`src/rtl/hack_pkg.sv`:
```
// Shared types and constants for the hack fetch stage.
// Define HACK_FETCH_PREFETCH_EN for a 2-entry fetch buffer (default 1).
package hack_pkg;

    localparam int WORD_W = 16;

`ifdef HACK_FETCH_PREFETCH_EN
    localparam int BUF_DEPTH = 2;
`else
    localparam int BUF_DEPTH = 1;
`endif

    typedef enum logic [1:0] {
        IDLE  = 2'd0,
        WAIT  = 2'd1,
        DRAIN = 2'd2
    } fetch_state_t;

endpackage

```
`src/rtl/fetch_buf.sv`:
```
// Small in-order buffer of {instr, pc} between fetch and decode.
// Head sits in slot 0; pops shift the younger entry forward.
module fetch_buf #(
    parameter int W     = 16,
    parameter int DEPTH = 1
) (
    input  logic         clk,
    input  logic         reset_n,
    input  logic         push,
    input  logic         pop,
    input  logic         flush,
    input  logic [W-1:0] push_instr,
    input  logic [W-1:0] push_pc,
    output logic         valid,
    output logic [W-1:0] head_instr,
    output logic [W-1:0] head_pc,
    output logic         has_space
);

    localparam int CW = $clog2(DEPTH + 1);
    localparam logic [CW-1:0] DEPTH_C = CW'(DEPTH);

    logic [CW-1:0] cnt_q, cnt_d;
    logic [W-1:0]  instr_q [DEPTH];
    logic [W-1:0]  instr_d [DEPTH];
    logic [W-1:0]  pc_q    [DEPTH];
    logic [W-1:0]  pc_d    [DEPTH];
    logic          pop_ok;

    assign valid      = (cnt_q != '0);
    assign pop_ok     = pop && valid;
    assign has_space  = (cnt_q < DEPTH_C) || pop_ok;
    assign head_instr = instr_q[0];
    assign head_pc    = pc_q[0];

    // Next contents: flush wins, else pop shifts, then push appends.
    always_comb begin
        cnt_d = cnt_q;
        for (int i = 0; i < DEPTH; i++) begin
            instr_d[i] = instr_q[i];
            pc_d[i]    = pc_q[i];
        end
        if (flush) begin
            cnt_d = '0;
        end else begin
            if (pop_ok) begin
                for (int i = 0; i < DEPTH - 1; i++) begin
                    instr_d[i] = instr_q[i+1];
                    pc_d[i]    = pc_q[i+1];
                end
                cnt_d = cnt_q - CW'(1);
            end
            if (push) begin
                for (int i = 0; i < DEPTH; i++) begin
                    if (cnt_d == CW'(i)) begin
                        instr_d[i] = push_instr;
                        pc_d[i]    = push_pc;
                    end
                end
                cnt_d = cnt_d + CW'(1);
            end
        end
    end

    // Buffer storage and occupancy registers.
    always_ff @(posedge clk or negedge reset_n) begin
        if (!reset_n) begin
            cnt_q <= '0;
            for (int i = 0; i < DEPTH; i++) begin
                instr_q[i] <= '0;
                pc_q[i]    <= '0;
            end
        end else begin
            cnt_q <= cnt_d;
            for (int i = 0; i < DEPTH; i++) begin
                instr_q[i] <= instr_d[i];
                pc_q[i]    <= pc_d[i];
            end
        end
    end

endmodule

```
`src/rtl/hack_fetch.sv`:
```
// Fetch stage: PC -> ROM req/ack -> buffer -> decode valid/ready.
// Buffer depth follows HACK_FETCH_PREFETCH_EN via hack_pkg::BUF_DEPTH.
module hack_fetch #(
    parameter int WORD_W = hack_pkg::WORD_W
) (
    input  logic              clk,
    input  logic              reset_n,
    input  logic [WORD_W-1:0] pc_addr,
    output logic              pc_inc,
    output logic              pc_load,
    output logic [WORD_W-1:0] pc_in,
    output logic              imem_req,
    output logic [WORD_W-1:0] imem_addr,
    input  logic              imem_ack,
    input  logic [WORD_W-1:0] imem_data,
    output logic              instr_valid,
    output logic [WORD_W-1:0] instr,
    output logic [WORD_W-1:0] instr_pc,
    input  logic              instr_ready,
    input  logic              redirect,
    input  logic [WORD_W-1:0] redirect_addr
);

    import hack_pkg::*;

    fetch_state_t      state_q, state_d;
    logic              req_q, req_d;
    logic [WORD_W-1:0] addr_q, addr_d;
    logic              inc_q, inc_d;
    logic              load_q, load_d;
    logic [WORD_W-1:0] pcin_q, pcin_d;

    logic buf_push;
    logic buf_pop;
    logic buf_flush;
    logic buf_space;
    logic issue_ok;

    // Only issue once the PC has settled from any pending inc/load.
    assign issue_ok = buf_space && !redirect && !inc_q && !load_q;
    assign buf_pop  = instr_valid && instr_ready;

    // State and registered output flops.
    always_ff @(posedge clk or negedge reset_n) begin
        if (!reset_n) begin
            state_q <= IDLE;
            req_q   <= 1'b0;
            addr_q  <= '0;
            inc_q   <= 1'b0;
            load_q  <= 1'b0;
            pcin_q  <= '0;
        end else begin
            state_q <= state_d;
            req_q   <= req_d;
            addr_q  <= addr_d;
            inc_q   <= inc_d;
            load_q  <= load_d;
            pcin_q  <= pcin_d;
        end
    end

    // Next state; an ack always ends the outstanding request.
    always_comb begin
        state_d = state_q;
        unique case (state_q)
            IDLE: begin
                if (issue_ok) state_d = WAIT;
            end
            WAIT: begin
                if (imem_ack)      state_d = IDLE;
                else if (redirect) state_d = DRAIN;
            end
            DRAIN: begin
                if (imem_ack) state_d = IDLE;
            end
            default: state_d = IDLE;
        endcase
    end

    // Outputs and buffer controls; a redirect squashes any push.
    always_comb begin
        req_d     = req_q;
        addr_d    = addr_q;
        inc_d     = 1'b0;
        load_d    = redirect;
        pcin_d    = redirect ? redirect_addr : pcin_q;
        buf_push  = 1'b0;
        buf_flush = redirect;
        unique case (state_q)
            IDLE: begin
                if (issue_ok) begin
                    req_d  = 1'b1;
                    addr_d = pc_addr;
                end
            end
            WAIT: begin
                if (imem_ack) begin
                    req_d = 1'b0;
                    if (!redirect) begin
                        buf_push = 1'b1;
                        inc_d    = 1'b1;
                    end
                end
            end
            DRAIN: begin
                if (imem_ack) req_d = 1'b0;
            end
            default: begin
                req_d = 1'b0;
            end
        endcase
    end

    fetch_buf #(
        .W     (WORD_W),
        .DEPTH (BUF_DEPTH)
    ) u_buf (
        .clk        (clk),
        .reset_n    (reset_n),
        .push       (buf_push),
        .pop        (buf_pop),
        .flush      (buf_flush),
        .push_instr (imem_data),
        .push_pc    (addr_q),
        .valid      (instr_valid),
        .head_instr (instr),
        .head_pc    (instr_pc),
        .has_space  (buf_space)
    );

    assign pc_inc    = inc_q;
    assign pc_load   = load_q;
    assign pc_in     = pcin_q;
    assign imem_req  = req_q;
    assign imem_addr = addr_q;

endmodule

```
`config.mk`:
```
export PLATFORM = sky130hd
export DESIGN_NAME = hack_fetch
export DESIGN_NICKNAME = d
export VERILOG_FILES = /design/src/rtl/hack_pkg.sv /design/src/rtl/fetch_buf.sv /design/src/rtl/hack_fetch.sv
export SDC_FILE = /design/constraint.sdc
export NUM_CORES = 1
export LEC_CHECK = 0
export BUFFER_PORTS_ARGS = -buffer_cell sky130_fd_sc_hd__clkbuf_2
export CAP_MARGIN = 20
export CORE_MARGIN = 3
export CORE_UTILIZATION = 40
export CTS_BUF_LIST = sky130_fd_sc_hd__clkbuf_8 sky130_fd_sc_hd__clkbuf_16
export CTS_CLUSTER_SIZE = 28
export DETAILED_ROUTE_END_ITERATION = 6
export PLACE_DENSITY = 0.75
export REMOVE_ABC_BUFFERS = 1
export SYNTH_ARGS = -nofsm -noshare
export SYNTH_HDL_FRONTEND = slang
export SYNTH_SLANG_ARGS = --single-unit
```
`constraint.sdc`:
```
create_clock -name clk -period 2.4 [get_ports clk]
set_input_delay 0.12 -clock clk [delete_from_list [all_inputs] [get_ports clk]]
set_output_delay 0.12 -clock clk [all_outputs]
set_load 0.03 [all_outputs]
```
==> run metrics, run 1 <==
outcome=finished, final reports clean; total of max-cap violations=0; register area share after synthesis=62.5%; fin crit period=1.79 ns; peak supply drop=0.772 mV; share of layout cells above drive strength 1=57.9%; Crit Path Class=register to register; register bit total from synthesis=70; Int Pwr=0.00311 W; xor/xnor share of the synthesized area=0.313%; DRT iter0 DRCs=55; die area=8040 µm²; worst rel slew slack=56.4%; mux share of post-synthesis cell area=27.1%; via count=2,017; All-Layer GR Usage=17.1%; ANT cells=0; Tightest Hold Check Type=primary input to register; CP Max Fanout=32; post-route setup TNS=0 ns; worst skew pair latency=0.34 ns; # IOs=121; cell count after placement=382; core area=6570 µm²; Adder-Cell Fraction of Synth Area=1.34%; first-pass GRT wire length=10.2 mm; Gate Count Post-Synth=171; H-tree levels=3; Synth area leader=dfrtp_1; # resized after CTS=0; commonest non-fill, non-tap cells in the layout=clkbuf_2 (119), dfrtp_1 (70), mux2_2 (52); mean post-synth cell area=16.4 µm²; post-DP HPWL=4.40 mm; Switching Fraction=40.7%; gr ovfl total=0; I/O Buffers=120; share of total power in the clock network=19.4%; combinational power share=43.7%; CP required=2.62 ns; Max Fclk=558 MHz; sequential cell fraction of total power=36.8%; vias per inst=4.56; FP Rows=29; Final Hold Viols=0; Simple-Gate Fraction of Synth Area=3.66%; most common cell after layout, fill and taps aside=clkbuf_2; CTS root buffer=clkbuf_8; clock skew=0.00956 ns; drt drc=0; fin. max-slew vios=0; Mapped Area=2800 µm²; WP data arrival=2.01 ns; WL final=6.47 mm; measured slew at the worst slew-check pin=0.654 ns; end-of-flow core utilization=63.3%; Synth cell types=25; DRT antenna net count=0; fin area=4160 µm²; setup slack after layout=0.609 ns; Layout Cells excl Fill=442; Clock Sinks=70; Synth async-reset ratio=100%; Placer Congestion=0.802; DR pass1 iterations=4; Final setup viols=0; YS warnings=0; vias in the first global route=2,113; Layout area overhead=48.4%; RSZ-0062 raised after global routing=no; dominant register cell in the synthesized netlist=dfrtp_1; Synth area leaders=dfrtp_1 (63%), mux2_2 (21%), mux2_4 (5.4%); CTS max path bufs=2; dpl cell area=3500 µm²; clock tree from TritonCTS=done; DP Worst Slack=0.620 ns; top-area cell type share of the netlist area=62.5%; Post-CTS Repair Setup Buffers=0; PD cells=1260 nW/µm²; largest family of logic cells by synthesized area=multiplexers; die width=89.7 µm; WL/cell=14.6 µm; crit end category=register; antenna violations before repair=0; Psw=0.00214 W; cts bufs inserted=9; clock-pin slew on the worst setup and hold paths=0.07 ns; Initial Util=42.7%; Synth Area in Compound Gates=2.28%; largest net degree at the start of global routing=33; Leak=2.07 nW; critical path startpoint category=register; NumNets Final=400; period utilisation layout=74.6%; Post-synth EDFFs=0; die height=89.7 µm
==> repair_timing <==
item / 4_1_cts / 5_1_grt
endpoints found under the setup margin: 0 / 0
hold buffers: 44 / 0
endpoints found under the hold margin: 70 / 0
==> cells in the mapped netlist, types with 2 or more instances <==
cell type  instances
dfrtp_1           70
ha_1               3
inv_1              5
o21ai_0            2
mux2_4            10
nor2_1             3
buf_4              2
mux2_2            52
nor2b_1            2
nand2b_1           2
buf_6              4
nand2_1            2
mux2_1             2
==> sequential cells by signal, indices dropped and copies added, names as in the netlist <==
signal	cells
u_buf.valid	1
u_buf.head_instr	16
imem_addr	16
imem_req	1
pc_inc	1
pc_in	16
state_q	2
pc_load	1
u_buf.head_pc	16
==> cell families after synthesis <==
logic type	after synthesis
flip-flops	70
multiplexers	64
AND/OR/NAND/NOR	13
buffers and inverters	11
AO/OA/AOI/OAI	9
adder cells (fa/ha/maj)	3
XOR/XNOR	1
==> final timing paths <==
path	slack [ns]	from	depth (start not counted)	end
hold reg to reg	0.49	u_buf.head_pc[7]$_DFFE_PN0P_	1	u_buf.head_pc[7]$_DFFE_PN0P_
setup / recovery	0.61	state_q[1]$_DFFE_PN0P_	6	u_buf.head_instr[2]$_DFFE_PN0P_
setup reg to reg	0.61	state_q[1]$_DFFE_PN0P_	6	u_buf.head_instr[2]$_DFFE_PN0P_
hold / removal	0.02	redirect_addr[3]	2	pc_in[3]$_DFFE_PN0P_
min in group asynchronous	0.35	reset_n	2	u_buf.head_instr[13]$_DFFE_PN0P_
max in group asynchronous	1.28	reset_n	3	pc_in[8]$_DFFE_PN0P_
==> layout make-up <==
cell class | instances | area, µm²
timing repair buffer | 168 | 1080
multi-input combinational | 90 | 971
tap | 93 | 116
clock inverter | 6 | 78.8
sequential | 70 | 1750
clock buffer | 10 | 138
inverter | 5 | 18.8
fill | 526 | 2410
==> routing by layer <==
metal,GRT usage [%],part of all wire (%),vias to the layer above,wire [µm]
met4,6.90,2.0,0,130
met3,5.02,4.8,10,312
li1,-,-,949,-
met1,19.6,37,994,2400
met2,29.8,56,64,3630
met5,0,0,-,0
==> per-stage QoR <==
step	total power, W	hold WS (ns)
floorplan	0.00347	-0.176
global placement	0.00414	0.178
detailed placement	0.00421	0.186
CTS	0.00531	0.000129
global route	0.00554	0.00875
finish	0.00525	0.0229
==> critical path: stages (launching register included) <==
cell     delay (ns)
dfrtp_1        0.41
inv_1          0.09
ha_1           0.21
nand2_1        0.15
nor3_4         0.22
buf_12         0.23
mux2_2         0.36
==> power by group through the flow <==
stage                     Combinational (W)  Clock, W  Sequential (W)
after global placement              0.00222         0         0.00192
after floorplan                    0.000657         0         0.00281
final                               0.00230   0.00102         0.00193
after CTS                           0.00232   0.00106         0.00193
after detailed placement            0.00226         0         0.00195
after global routing                0.00244   0.00111         0.00199
Note: power is estimated with default switching activity, not from simulation.
==> run 2, diff against run 1 <==
--- a/config.mk
+++ b/config.mk
@@ -5,6 +5,7 @@
 export SDC_FILE = /design/constraint.sdc
 export NUM_CORES = 1
 export LEC_CHECK = 0
+export ABC_AREA = 1
 export BUFFER_PORTS_ARGS = -buffer_cell sky130_fd_sc_hd__clkbuf_2
 export CAP_MARGIN = 20
 export CORE_MARGIN = 3
@@ -12,7 +13,7 @@
 export CTS_BUF_LIST = sky130_fd_sc_hd__clkbuf_8 sky130_fd_sc_hd__clkbuf_16
 export CTS_CLUSTER_SIZE = 28
 export DETAILED_ROUTE_END_ITERATION = 6
-export PLACE_DENSITY = 0.75
+export PLACE_DENSITY = 0.78
 export REMOVE_ABC_BUFFERS = 1
 export SYNTH_ARGS = -nofsm -noshare
 export SYNTH_HDL_FRONTEND = slang
==> constraint.sdc (replaced) <==
create_clock -name clk -period 1.6 [get_ports clk]
set_input_delay 0.08 -clock clk [delete_from_list [all_inputs] [get_ports clk]]
set_output_delay 0.08 -clock clk [all_outputs]
set_load 0.03 [all_outputs]
==> run 2 against run 1 <==
Compared with the run above: die area shrank 0.37%; critical path depth grew 2; worst hold slack lost 0.00066 ns; clock power grew 50%; first-iteration DRC count grew 140%; non-clock buffer count grew 9; global-route usage grew 1.4 points; core utilization grew 0.82 points; final cell count grew 28%; critical endpoint is now u_buf.head_pc[5]$_DFFE_PN0P_; sequential share of layout area shrank 0.54 points; synthesized area shrank 0.40%.
==> run metrics, run 2 <==
outcome=finished, final reports clean (unchanged); Final setup viols=0 (unchanged); most common cell after layout, fill and taps aside=nand2_1 (was clkbuf_2); DRT antenna net count=0 (unchanged); DP Worst Slack=0.227 ns (was 0.620 ns); core area=6570 µm² (unchanged); Crit Path Class=register to register (unchanged); DRT iter0 DRCs=131 (was 55); ANT cells=0 (unchanged); die area=8010 µm² (was 8040 µm²); Post-synth EDFFs=0 (unchanged); clock skew=0.0119 ns (was 0.00956 ns); clock-pin slew on the worst setup and hold paths=0.07 ns (about the same); Tightest Hold Check Type=primary input to register (unchanged); RSZ-0062 raised after global routing=no (unchanged); Synth cell types=19 (was 25); peak supply drop=0.674 mV (was 0.772 mV); critical path startpoint category=register (unchanged); Clock Sinks=70 (unchanged); synth cell count leaders=nand2_1 (125), dfrtp_1 (70), o21ai_0 (29) (was dfrtp_1 (70), mux2_2 (52), mux2_4 (10)); WL final=7.21 mm (was 6.47 mm); vias per inst=4.51 (was 4.56); H-tree levels=3 (unchanged); worst skew pair latency=0.33 ns (was 0.34 ns); Post-CTS Repair Setup Buffers=0 (unchanged); Reg area=1750 µm² (unchanged); register bit total from synthesis=70 (unchanged); measured slew at the worst slew-check pin=0.363 ns (was 0.654 ns); cell count after placement=502 (was 382); CTS root buffer=clkbuf_8 (unchanged); Mapped Area=2790 µm² (was 2800 µm²); fill count=552 (was 526); fin crit period=1.37 ns (was 1.79 ns); hold_ws=0.0223 ns (was 0.0229 ns); WL/cell=12.7 µm (was 14.6 µm); Max Fclk=728 MHz (was 558 MHz); Leak=2.32 nW (was 2.07 nW); dominant register cell in the synthesized netlist=dfrtp_1 (unchanged); total of max-cap violations=0 (unchanged); Placer Congestion=0.712 (was 0.802); vias in the first global route=2,490 (was 2,113); Gate Count Post-Synth=295 (was 171); All-Layer GR Usage=18.4% (was 17.1%); Layout area overhead=50.9% (was 48.4%); cts bufs inserted=9 (unchanged); CTS max path bufs=2 (unchanged); FP Rows=29 (unchanged); period utilisation layout=85.9% (was 74.6%); share of layout cells above drive strength 1=32.1% (was 57.9%); NumNets Final=525 (was 400); DR pass1 iterations=4 (unchanged); clock tree from TritonCTS=done (unchanged); worst rel slew slack=75.8% (was 56.4%); mean post-synth cell area=9.46 µm² (was 16.4 µm²); commonest non-fill, non-tap cells in the layout=nand2_1 (125), clkbuf_2 (119), dfrtp_1 (70) (was clkbuf_2 (119), dfrtp_1 (70), mux2_2 (52)); CP required=1.80 ns (was 2.62 ns); Initial Util=42.5% (was 42.7%); gr ovfl total=0 (unchanged); I/O Buffers=120 (unchanged); drt drc=0 (unchanged); die height=89.5 µm (was 89.7 µm); antenna violations before repair=0 (unchanged); Synth area leaders=dfrtp_1 (63%), nand2_1 (17%), o21ai_0 (5.2%) (was dfrtp_1 (63%), mux2_2 (21%), mux2_4 (5.4%)); via count=2,555 (was 2,017); WP data arrival=1.58 ns (was 2.01 ns); top-area cell type share of the netlist area=62.8% (was 62.5%); area of the multi-input gates=851 µm² (was 971 µm²); Layout Cells excl Fill=567 (was 442); setup slack after layout=0.226 ns (was 0.609 ns); die width=89.5 µm (was 89.7 µm); CP Max Fanout=38 (was 32); register area share after synthesis=62.8% (was 62.5%); reg2reg path depth=8 (was 6); cell depth of the worst hold path=1 (was 2); crit end category=register (unchanged); Final Hold Viols=0 (unchanged); Synth area leader=dfrtp_1 (unchanged); # IOs=121 (unchanged); PD cells=1780 nW/µm² (was 1260 nW/µm²); first-pass GRT wire length=11.3 mm (was 10.2 mm); post-DP HPWL=4.51 mm (was 4.40 mm); most common cell in the netlist=nand2_1 (was dfrtp_1); Tot Pwr=0.00748 W (was 0.00525 W); end-of-flow core utilization=64.1% (was 63.3%); Synth async-reset ratio=100% (unchanged); YS warnings=0 (unchanged); fin. max-slew vios=0 (unchanged); largest net degree at the start of global routing=71 (was 33)
-- run 2: metrics by stage --
| stage | cell area (µm²) | TNS (ns) |
|---|---|---|
| 2_1_floorplan | 2690 | -4.81 |
| 3_3_place_gp | 3510 | 0 |
| 3_5_place_dp | 3510 | 0 |
| 4_1_cts | 4210 | 0 |
| 5_1_grt | 4210 | 0 |
| 6_report | 4210 | 0 |
-- run 2: where the power goes --
| group | leakage, nW | total, W | internal (W) | switching (W) |
|---|---|---|---|---|
| sequential | 0.876 | 0.00279 | 0.00241 | 0.000375 |
| clock | 0.119 | 0.00153 | 0.000904 | 0.000626 |
| combinational | 1.33 | 0.00316 | 0.000925 | 0.00224 |
| total | 2.32 | 0.00748 | 0.00424 | 0.00324 |
-- run 2: logic make-up after synthesis --
kind of cell | Yosys count | share of synthesized area, %
AOI/OAI and AO/OA | 35 | 6.91
buffers and inverters | 37 | 6.73
DFF | 70 | 62.8
and+or+nand+nor | 150 | 22.2
adders and majority gates | 3 | 1.35
-- run 2: metal layers --
metal | part of all wire [%] | vias to the layer above | GRT usage, %
met1 | 41 | 1188 | 21.3
met3 | 5.7 | 13 | 3.87
met5 | 0 | - | 0
met2 | 51 | 93 | 32.8
met4 | 1.8 | 0 | 8.12
li1 | - | 1261 | -
-- run 2: final timing paths --
check	start	end	slack, ns
max reg2reg	state_q[1]$_DFFE_PN0P_	u_buf.head_pc[5]$_DFFE_PN0P_	0.23
min in group asynchronous	reset_n	imem_addr[15]$_DFFE_PN0P_	0.31
max	state_q[1]$_DFFE_PN0P_	u_buf.head_pc[5]$_DFFE_PN0P_	0.23
max in group asynchronous	reset_n	imem_addr[0]$_DFFE_PN0P_	0.99
min reg2reg	pc_in[14]$_DFFE_PN0P_	pc_in[14]$_DFFE_PN0P_	0.47
min	redirect	pc_load$_DFF_PN0_	0.02
-- run 2: final cells by class --
class	instances	area share (%)
repair buffers	177	28.2
clock buffers	10	3.27
well taps	93	2.76
multi-input cells	188	20.2
inverters	23	2.11
flip-flops and latches	70	41.6
clock inverters	6	1.84
-- run 2: worst max-delay path, cell delays in order (launching register included) --
cell and delay [ns]:
dfrtp_1 0.40, inv_1 0.08, ha_1 0.17, nand2_2 0.11, nor2_8 0.10, nand2_2 0.07
buf_12 0.17, nand2_1 0.06, o21ai_0 0.07
-- run 2: timing repair --
action	CTS	global route
gates resized for setup	0	0
hold endpoints to repair	118	0
hold buffers	49	0
==> run 3, diff against run 2 <==
--- a/config.mk
+++ b/config.mk
@@ -8,6 +8,7 @@
 export ABC_AREA = 1
 export BUFFER_PORTS_ARGS = -buffer_cell sky130_fd_sc_hd__clkbuf_2
 export CAP_MARGIN = 20
+export CORE_ASPECT_RATIO = 0.9
 export CORE_MARGIN = 3
 export CORE_UTILIZATION = 40
 export CTS_BUF_LIST = sky130_fd_sc_hd__clkbuf_8 sky130_fd_sc_hd__clkbuf_16
==> run 3 against run 2 <==
Compared with the run above: routed wire length shrank 0.26%; global-route usage grew 0.70 points; design area shrank 1.2%; first-iteration DRC count shrank 23%.
==> run metrics, run 3 (synthesis results as in run 2) <==
Clock Sinks=70 (unchanged); # IOs=121 (unchanged); die width=94.0 µm (was 89.5 µm); largest net degree at the start of global routing=71 (unchanged); crit end category=register (unchanged); via count=2,530 (was 2,555); cell depth of the worst hold path=1 (unchanged); I/O Buffers=120 (unchanged); NumNets Final=523 (was 525); vias in the first global route=2,609 (was 2,490); WL/cell=12.8 µm (was 12.7 µm); measured slew at the worst slew-check pin=0.363 ns (about the same); Final Hold Viols=0 (unchanged); Leak=2.30 nW (was 2.32 nW); setup slack after layout=0.148 ns (was 0.226 ns); post-DP HPWL=4.54 mm (was 4.51 mm); most common cell after layout, fill and taps aside=nand2_1 (unchanged); antenna violations before repair=0 (unchanged); H-tree levels=3 (unchanged); All-Layer GR Usage=19.1% (was 18.4%); fin crit period=1.45 ns (was 1.37 ns); share of layout cells above drive strength 1=31.6% (was 32.1%); cts bufs inserted=9 (unchanged); DP Worst Slack=0.175 ns (was 0.227 ns); Tightest Hold Check Type=primary input to register (unchanged); WP data arrival=1.66 ns (was 1.58 ns); die area=8010 µm² (about the same); Initial Util=41.9% (was 42.5%); critical path startpoint category=register (unchanged); RSZ-0062 raised after global routing=no (unchanged); commonest non-fill, non-tap cells in the layout=nand2_1 (125), clkbuf_2 (119), dfrtp_1 (70) (unchanged); CP required=1.80 ns (about the same); WL final=7.19 mm (was 7.21 mm); CP Max Fanout=48 (was 38); PD cells=1740 nW/µm² (was 1780 nW/µm²); # resized after CTS=0 (unchanged); period utilisation layout=90.8% (was 85.9%); Post-CTS Repair Setup Buffers=0 (unchanged); Max Fclk=689 MHz (was 728 MHz); worst rel slew slack=75.8% (about the same); Final setup viols=0 (unchanged); Crit Path Class=register to register (unchanged); drt drc=0 (unchanged); core area=6660 µm² (was 6570 µm²); total of max-cap violations=0 (unchanged); DRT antenna net count=0 (unchanged); gr ovfl total=0 (unchanged); Placer Congestion=0.734 (was 0.712); ANT cells=0 (unchanged); clock skew=0.00598 ns (was 0.0119 ns); post-route setup TNS=0 ns (unchanged); die height=85.2 µm (was 89.5 µm); hold buffer count at cts=49 (unchanged); clock tree from TritonCTS=done (unchanged); reg2reg path depth=8 (unchanged); Layout area overhead=49.1% (was 50.9%); outcome=finished, final reports clean (unchanged); DRT iter0 DRCs=101 (was 131); CTS root buffer=clkbuf_8 (unchanged); first-pass GRT wire length=12.1 mm (was 11.3 mm); Layout Cells excl Fill=562 (was 567); fin. max-slew vios=0 (unchanged); cell count after placement=497 (was 502); CTS max path bufs=2 (unchanged); DR pass1 iterations=4 (unchanged); vias per inst=4.50 (was 4.51); worst skew pair latency=0.33 ns (about the same); end-of-flow core utilization=62.5% (was 64.1%); clock-pin slew on the worst setup and hold paths=0.07 ns (about the same); peak supply drop=0.584 mV (was 0.674 mV); FP Rows=28 (was 29)
run 3: critical path, stage by stage, from the launching register on:
cell	delay (ns)
dfrtp_1	0.40
inv_1	0.11
ha_1	0.20
nand2_2	0.11
nor2_8	0.10
nand2_2	0.06
buf_12	0.18
nand2_1	0.07
o21ai_0	0.08
run 3: layer usage:
metal,vias up,GRT usage (%),share of wire [%]
met5,-,0,0
met4,0,5.51,1.0
met3,7,5.32,7.4
met2,117,33.7,50
met1,1152,22.8,41
li1,1254,-,-
run 3: final timing paths:
path                                                 start                               to  slack, ns
max                                 state_q[1]$_DFFE_PN0P_     u_buf.head_pc[9]$_DFFE_PN0P_       0.15
min                                               redirect                pc_load$_DFF_PN0_       0.03
max reg2reg                         state_q[1]$_DFFE_PN0P_     u_buf.head_pc[9]$_DFFE_PN0P_       0.15
min reg2reg                u_buf.head_instr[4]$_DFFE_PN0P_  u_buf.head_instr[4]$_DFFE_PN0P_       0.47
max in group asynchronous                          reset_n             pc_in[7]$_DFFE_PN0P_       1.01
min in group asynchronous                          reset_n    u_buf.head_pc[14]$_DFFE_PN0P_       0.30
run 3: area by class of cell:
class,count,area (µm²)
Clock inverter,7,58.8
Fill cell,567,2500
Tap cell,90,113
Inverter,23,88.8
Sequential cell,70,1750
Timing Repair Buffer,175,1170
Clock buffer,9,124
Multi-Input combinational cell,188,851
run 3: metrics by stage:
| stage | total power (W) | cell area (µm²) | hold slack, ns |
|---|---|---|---|
| after floorplan | 0.00480 | 2690 | -0.216 |
| after global placement | 0.00578 | 3490 | 0.131 |
| after detailed placement | 0.00587 | 3490 | 0.134 |
| after CTS | 0.00732 | 4160 | 0.0127 |
| after global routing | 0.00775 | 4160 | 0.0150 |
| final | 0.00726 | 4160 | 0.0269 |
run 3: where the power goes:
part	switching (W)	internal, W	leakage, nW	total, W
Combinational	0.00224	0.000922	1.32	0.00316
Sequential	0.000371	0.00241	0.876	0.00278
Clock	0.000615	0.000698	0.103	0.00131
